`config.mk`:
```
export PLATFORM = sky130hd
export DESIGN_NAME = data_memory_arbiter
export DESIGN_NICKNAME = d
export VERILOG_FILES = /design/src/rtl/data_memory_arbiter.sv
export SDC_FILE = /design/constraint.sdc
export NUM_CORES = 1
export LEC_CHECK = 0
export ABC_AREA = 1
export CAP_MARGIN = 20
export CORE_MARGIN = 2
export CORE_UTILIZATION = 35
export CTS_BUF_LIST = sky130_fd_sc_hd__clkbuf_8
export CTS_CLUSTER_DIAMETER = 150
export DETAILED_ROUTE_END_ITERATION = 8
export PLACE_DENSITY = 0.71
export SLEW_MARGIN = 20
export SYNTH_ARGS = -nofsm -noshare
export SYNTH_HDL_FRONTEND = slang
export SYNTH_SLANG_ARGS = --single-unit
export TNS_END_PERCENT = 100
```
`constraint.sdc`:
```
create_clock -name clk -period 2.3 [get_ports clk]
set_clock_uncertainty 0.2 [all_clocks]
set_input_delay 0.345 -clock clk [delete_from_list [all_inputs] [get_ports clk]]
set_output_delay 0.345 -clock clk [all_outputs]
set_load 0.02 [all_outputs]
```
`src/rtl/data_memory_arbiter.sv`:
```
// Arbiter sharing the single-port 16x4 data memory between the CPU and an I/O requester.
// Define ARB_ROUND_ROBIN_EN for round-robin arbitration; fixed CPU priority otherwise.
module data_memory_arbiter #(
    parameter int ADDR_W = 4,
    parameter int DATA_W = 4
) (
    input  logic              clk,
    input  logic              reset,
    input  logic              cpu_req,
    input  logic              cpu_we,
    input  logic [ADDR_W-1:0] cpu_addr,
    input  logic [DATA_W-1:0] cpu_wdata,
    output logic              cpu_ack,
    output logic [DATA_W-1:0] cpu_rdata,
    input  logic              io_req,
    input  logic              io_we,
    input  logic [ADDR_W-1:0] io_addr,
    input  logic [DATA_W-1:0] io_wdata,
    output logic              io_ack,
    output logic [DATA_W-1:0] io_rdata,
    output logic              mem_we,
    output logic [ADDR_W-1:0] mem_addr,
    output logic [DATA_W-1:0] mem_wdata,
    input  logic [DATA_W-1:0] mem_rdata,
    output logic              busy,
    output logic              owner,
    output logic [1:0]        o_dbg_state
);

    // Handshake: a requester holds req with we/addr/wdata stable until its 1-cycle ack.
    typedef enum logic [1:0] {
        S_IDLE   = 2'd0,
        S_ACCESS = 2'd1,
        S_RESP   = 2'd2
    } state_t;

    state_t              r_state, w_state_nxt;
    logic                r_mem_we, w_mem_we_nxt;
    logic [ADDR_W-1:0]   r_mem_addr, w_mem_addr_nxt;
    logic [DATA_W-1:0]   r_mem_wdata, w_mem_wdata_nxt;
    logic                r_txn_we, w_txn_we_nxt;
    logic                r_owner, w_owner_nxt;
    logic                r_cpu_ack, w_cpu_ack_nxt;
    logic                r_io_ack, w_io_ack_nxt;
    logic [DATA_W-1:0]   r_cpu_rdata, w_cpu_rdata_nxt;
    logic [DATA_W-1:0]   r_io_rdata, w_io_rdata_nxt;

    // A req still high in its own ack cycle belongs to the finished transaction.
    logic w_cpu_elig, w_io_elig, w_grant_io;
    assign w_cpu_elig = cpu_req & ~r_cpu_ack;
    assign w_io_elig  = io_req & ~r_io_ack;

`ifdef ARB_ROUND_ROBIN_EN
    assign w_grant_io = w_io_elig & (~w_cpu_elig | ~r_owner);
`else
    assign w_grant_io = w_io_elig & ~w_cpu_elig;
`endif

    always_comb begin
        w_state_nxt     = r_state;
        w_mem_we_nxt    = r_mem_we;
        w_mem_addr_nxt  = r_mem_addr;
        w_mem_wdata_nxt = r_mem_wdata;
        w_txn_we_nxt    = r_txn_we;
        w_owner_nxt     = r_owner;
        w_cpu_ack_nxt   = 1'b0;
        w_io_ack_nxt    = 1'b0;
        w_cpu_rdata_nxt = r_cpu_rdata;
        w_io_rdata_nxt  = r_io_rdata;
        case (r_state)
            S_IDLE: begin
                w_mem_we_nxt = 1'b0;
                if (w_cpu_elig || w_io_elig) begin
                    w_state_nxt     = S_ACCESS;
                    w_owner_nxt     = w_grant_io;
                    w_mem_we_nxt    = w_grant_io ? io_we    : cpu_we;
                    w_txn_we_nxt    = w_grant_io ? io_we    : cpu_we;
                    w_mem_addr_nxt  = w_grant_io ? io_addr  : cpu_addr;
                    w_mem_wdata_nxt = w_grant_io ? io_wdata : cpu_wdata;
                end
            end
            S_ACCESS: begin
                w_mem_we_nxt = 1'b0;
                w_state_nxt  = S_RESP;
            end
            S_RESP: begin
                w_mem_we_nxt = 1'b0;
                if (!r_txn_we) begin
                    if (r_owner) w_io_rdata_nxt  = mem_rdata;
                    else         w_cpu_rdata_nxt = mem_rdata;
                end
                w_cpu_ack_nxt = ~r_owner;
                w_io_ack_nxt  = r_owner;
                w_state_nxt   = S_IDLE;
            end
            default: begin
                w_state_nxt  = S_IDLE;
                w_mem_we_nxt = 1'b0;
            end
        endcase
    end

    always_ff @(posedge clk) begin
        if (reset) begin
            r_state     <= S_IDLE;
            r_mem_we    <= 1'b0;
            r_mem_addr  <= '0;
            r_mem_wdata <= '0;
            r_txn_we    <= 1'b0;
            r_owner     <= 1'b0;
            r_cpu_ack   <= 1'b0;
            r_io_ack    <= 1'b0;
            r_cpu_rdata <= '0;
            r_io_rdata  <= '0;
        end else begin
            r_state     <= w_state_nxt;
            r_mem_we    <= w_mem_we_nxt;
            r_mem_addr  <= w_mem_addr_nxt;
            r_mem_wdata <= w_mem_wdata_nxt;
            r_txn_we    <= w_txn_we_nxt;
            r_owner     <= w_owner_nxt;
            r_cpu_ack   <= w_cpu_ack_nxt;
            r_io_ack    <= w_io_ack_nxt;
            r_cpu_rdata <= w_cpu_rdata_nxt;
            r_io_rdata  <= w_io_rdata_nxt;
        end
    end

    assign cpu_ack     = r_cpu_ack;
    assign io_ack      = r_io_ack;
    assign cpu_rdata   = r_cpu_rdata;
    assign io_rdata    = r_io_rdata;
    assign mem_we      = r_mem_we;
    assign mem_addr    = r_mem_addr;
    assign mem_wdata   = r_mem_wdata;
    assign owner       = r_owner;
    assign busy        = (r_state != S_IDLE);
    assign o_dbg_state = r_state;

endmodule

```
==> run_summary.xml <==
<?xml version="1.0" encoding="UTF-8"?>
<metrics>
  <group name="placed_design">
    <metric name="placed_insts" unit="">221</metric>
    <metric name="gp_routability_congestion" unit="">0.767</metric>
    <metric name="numPortBuffers" unit="">48</metric>
    <metric name="post-dp-hpwl" unit="mm">1.91</metric>
    <metric name="place_area" unit="um2">1510</metric>
  </group>
  <group name="logic_synthesis">
    <metric name="synth_area" unit="um2">1000</metric>
    <metric name="instance_count_of_the_mapped_netlist" unit="">144</metric>
    <metric name="synth_fa_ha_area_share" unit="%">0</metric>
    <metric name="synth.yosys.warnings" unit="">0</metric>
    <metric name="compound_gate_fraction_of_synth_area" unit="%">8.50</metric>
    <metric name="post_synth.cell_area_avg" unit="um2">6.95</metric>
    <metric name="synthXorXnorAreaFrac" unit="%">0</metric>
    <metric name="synth.area.mux_share" unit="%">0</metric>
    <metric name="synth_top_family_by_area" unit="">simple AND/OR/NAND/NOR gates</metric>
    <metric name="synth_cell_types" unit="">17</metric>
    <metric name="synth.ff_latch_count" unit="">23</metric>
    <metric name="synth-seq-area-share" unit="%">46.0</metric>
    <metric name="post_synth_and_or_nand_nor_area_fraction" unit="%">31.9</metric>
    <metric name="net_count_of_the_mapped_netlist" unit="">170</metric>
  </group>
  <group name="sta">
    <metric name="timing_worst_slew_pin_value" unit="ps">431</metric>
    <metric name="finalHoldViolCount" unit="">0</metric>
    <metric name="final.period_utilization" unit="%">84.9</metric>
    <metric name="max_freq" unit="GHz">0.512</metric>
    <metric name="slew_headroom" unit="%">71.1</metric>
    <metric name="tns" unit="ps">0</metric>
    <metric name="unrepaired_setup_endpoints_after_global_routing" unit="">false</metric>
    <metric name="setup_viol" unit="">0</metric>
    <metric name="final_period_minus_worst_setup_slack" unit="ps">1950</metric>
    <metric name="final_max_slew_viol_count" unit="">0</metric>
  </group>
  <group name="route">
    <metric name="routed_wire_length_per_instance" unit="um">10.6</metric>
    <metric name="route.final.wire_length" unit="mm">2.38</metric>
    <metric name="routed_via_density" unit="">4.60</metric>
    <metric name="dr.pass1.iters" unit="">4</metric>
    <metric name="initialDrtViolationCount" unit="">30</metric>
    <metric name="post-route-drc-count" unit="">0</metric>
    <metric name="total_via_count_after_detailed_routing" unit="">1036</metric>
    <metric name="final_antenna_net_count" unit="">0</metric>
  </group>
  <group name="floorplanning">
    <metric name="die_width" unit="um">57.5</metric>
    <metric name="floorplan.die_area" unit="um2">3300</metric>
    <metric name="rows" unit="">19</metric>
    <metric name="start_util" unit="%">36.6</metric>
    <metric name="number_of_ports_placed_on_the_die_boundary" unit="">49</metric>
    <metric name="floorplan.die.height" unit="um">57.5</metric>
    <metric name="design.core.area" unit="um2">2730</metric>
  </group>
  <group name="finish">
    <metric name="layout-drive-gt1-share" unit="%">7.22</metric>
    <metric name="design_area" unit="um2">1550</metric>
    <metric name="layout.cells.most_common_list" unit="">clkdlybuf4s50_1, inv_1, nand2_1</metric>
    <metric name="antennaDiodeCount" unit="">0</metric>
    <metric name="num-nets-final" unit="">221</metric>
    <metric name="syn_to_layout_area_delta" unit="%">55.1</metric>
    <metric name="utilization_after_layout" unit="%">56.8</metric>
    <metric name="finish.cell_count_without_fillers" unit="">225</metric>
    <metric name="fillCellCount" unit="">266</metric>
    <metric name="most_common_cell_after_layout_fill_and_taps_aside" unit="">clkdlybuf4s50_1</metric>
  </group>
  <group name="status">
    <metric name="status" unit="">completed</metric>
  </group>
  <group name="clock_network">
    <metric name="worstSkewPairLatency" unit="ps">260</metric>
    <metric name="clock_tree.buffer_depth" unit="">2</metric>
    <metric name="cts_made_buffers" unit="">3</metric>
    <metric name="postCtsSetupBuffers" unit="">0</metric>
    <metric name="ctsRootBufferMaster" unit="">clkbuf_8</metric>
    <metric name="clock_sinks" unit="">23</metric>
    <metric name="post_cts_resize_count" unit="">0</metric>
    <metric name="clock_tree_from_tritoncts" unit="">done</metric>
    <metric name="cts_stage_hold_buffer_count" unit="">0</metric>
    <metric name="htree_levels" unit="">1</metric>
    <metric name="clock_pin_slew_worst_setup_and_hold_paths" unit="ps">80</metric>
  </group>
  <group name="power_and_ir_drop">
    <metric name="pwrdens" unit="nW/um2">599</metric>
    <metric name="p_leak" unit="nW">0.711</metric>
    <metric name="power.ir.vdd_worst" unit="uV">452</metric>
    <metric name="power.total" unit="uW">930</metric>
  </group>
  <group name="min_path">
    <metric name="hold_path.class" unit="">reg2reg</metric>
  </group>
  <group name="grt">
    <metric name="grt_pass1_wl" unit="mm">3.90</metric>
    <metric name="maximum_number_of_pins_on_one_net_before_global_route_repair" unit="">13</metric>
    <metric name="grt_usage" unit="%">15.5</metric>
    <metric name="initial_antenna_violation_count" unit="">0</metric>
    <metric name="total_overflow_reported_by_the_global_router" unit="">0</metric>
    <metric name="grt_pass1_vias" unit="">963</metric>
  </group>
  <group name="worst_setup_path">
    <metric name="setup.worst_path.class" unit="">reg2out</metric>
    <metric name="end_kind" unit="">output port</metric>
    <metric name="worst_setup_path_start_kind" unit="">flop</metric>
    <metric name="timing.critical_path.required" unit="ps">1750</metric>
    <metric name="cp_max_fo" unit="">4</metric>
    <metric name="critical_path_arrival" unit="ps">1410</metric>
  </group>
  <group name="flow_run">
    <metric name="max_cap_violations" unit="">0</metric>
  </group>
</metrics>
final cells by class:
| cell class | instances | area [um2] | share of cell area, % |
|---|---|---|---|
| multi-input cells | 88 | 404 | 26.0 |
| clock inverters | 1 | 3.75 | 0.242 |
| well taps | 31 | 38.8 | 2.50 |
| flip-flops and latches | 23 | 460 | 29.7 |
| repair buffers | 50 | 495 | 31.9 |
| inverters | 29 | 109 | 7.01 |
| clock buffers | 3 | 41.3 | 2.66 |
metal layers:
metal	GRT usage, %	share of wire (%)
met5	0	0
met4	7.97	0.97
met3	5.22	11
met2	25.5	45
met1	17.7	43
logic make-up (layout without fill, tap and decap cells):
kind of cell	after synthesis	count (layout)
buffers and inverters	33	83
AO/OA/AOI/OAI	17	17
AND/OR/NAND/NOR	71	71
flip-flops	23	23
stage by stage:
step	worst slack (ps)	hold WS, ps
after global routing	300	305
after detailed placement	409	270
after global placement	453	263
after CTS	329	282
after floorplan	1020	229
final	348	275
cell usage after synthesis (all sizes together):
library cell	number	area, um2
a21oi	9	45.0
buf	3	23.8
clkbuf	1	3.75
dfxtp	23	460
inv	29	109
nand2	28	110
nand3	21	115
nor2	21	88.8
nor3	1	5.00
o21ai	8	40.0
flip-flops by register name (all words and copies together) (netlist names):
name         count
io_rdata         4
mem_wdata        4
r_txn_we         1
mem_addr         4
o_dbg_state      2
mem_we           1
cpu_ack          1
io_ack           1
owner            1
cpu_rdata        4
critical path, cell delays in order (launching register included):
cell             delay, ps
dfxtp_1                430
nor2_4                  70
inv_1                   50
clkdlybuf4s50_1        590
path summary, 6_finish.rpt:
check | start | endpoint | slack, ps | depth (start not counted)
max | o_dbg_state[1] | busy | 350 | 3
min | r_txn_we | r_txn_we | 280 | 2
max reg2reg | o_dbg_state[1] | mem_addr[2] | 820 | 6
min reg2reg | r_txn_we | r_txn_we | 280 | 2
where the power goes:
| group | switching [mW] | internal [mW] | total [mW] |
|---|---|---|---|
| Sequential | 0.0188 | 0.428 | 0.446 |
| Clock | 0.119 | 0.119 | 0.238 |
| Combinational | 0.125 | 0.121 | 0.246 |
Note: power is estimated with default switching activity, not from simulation.
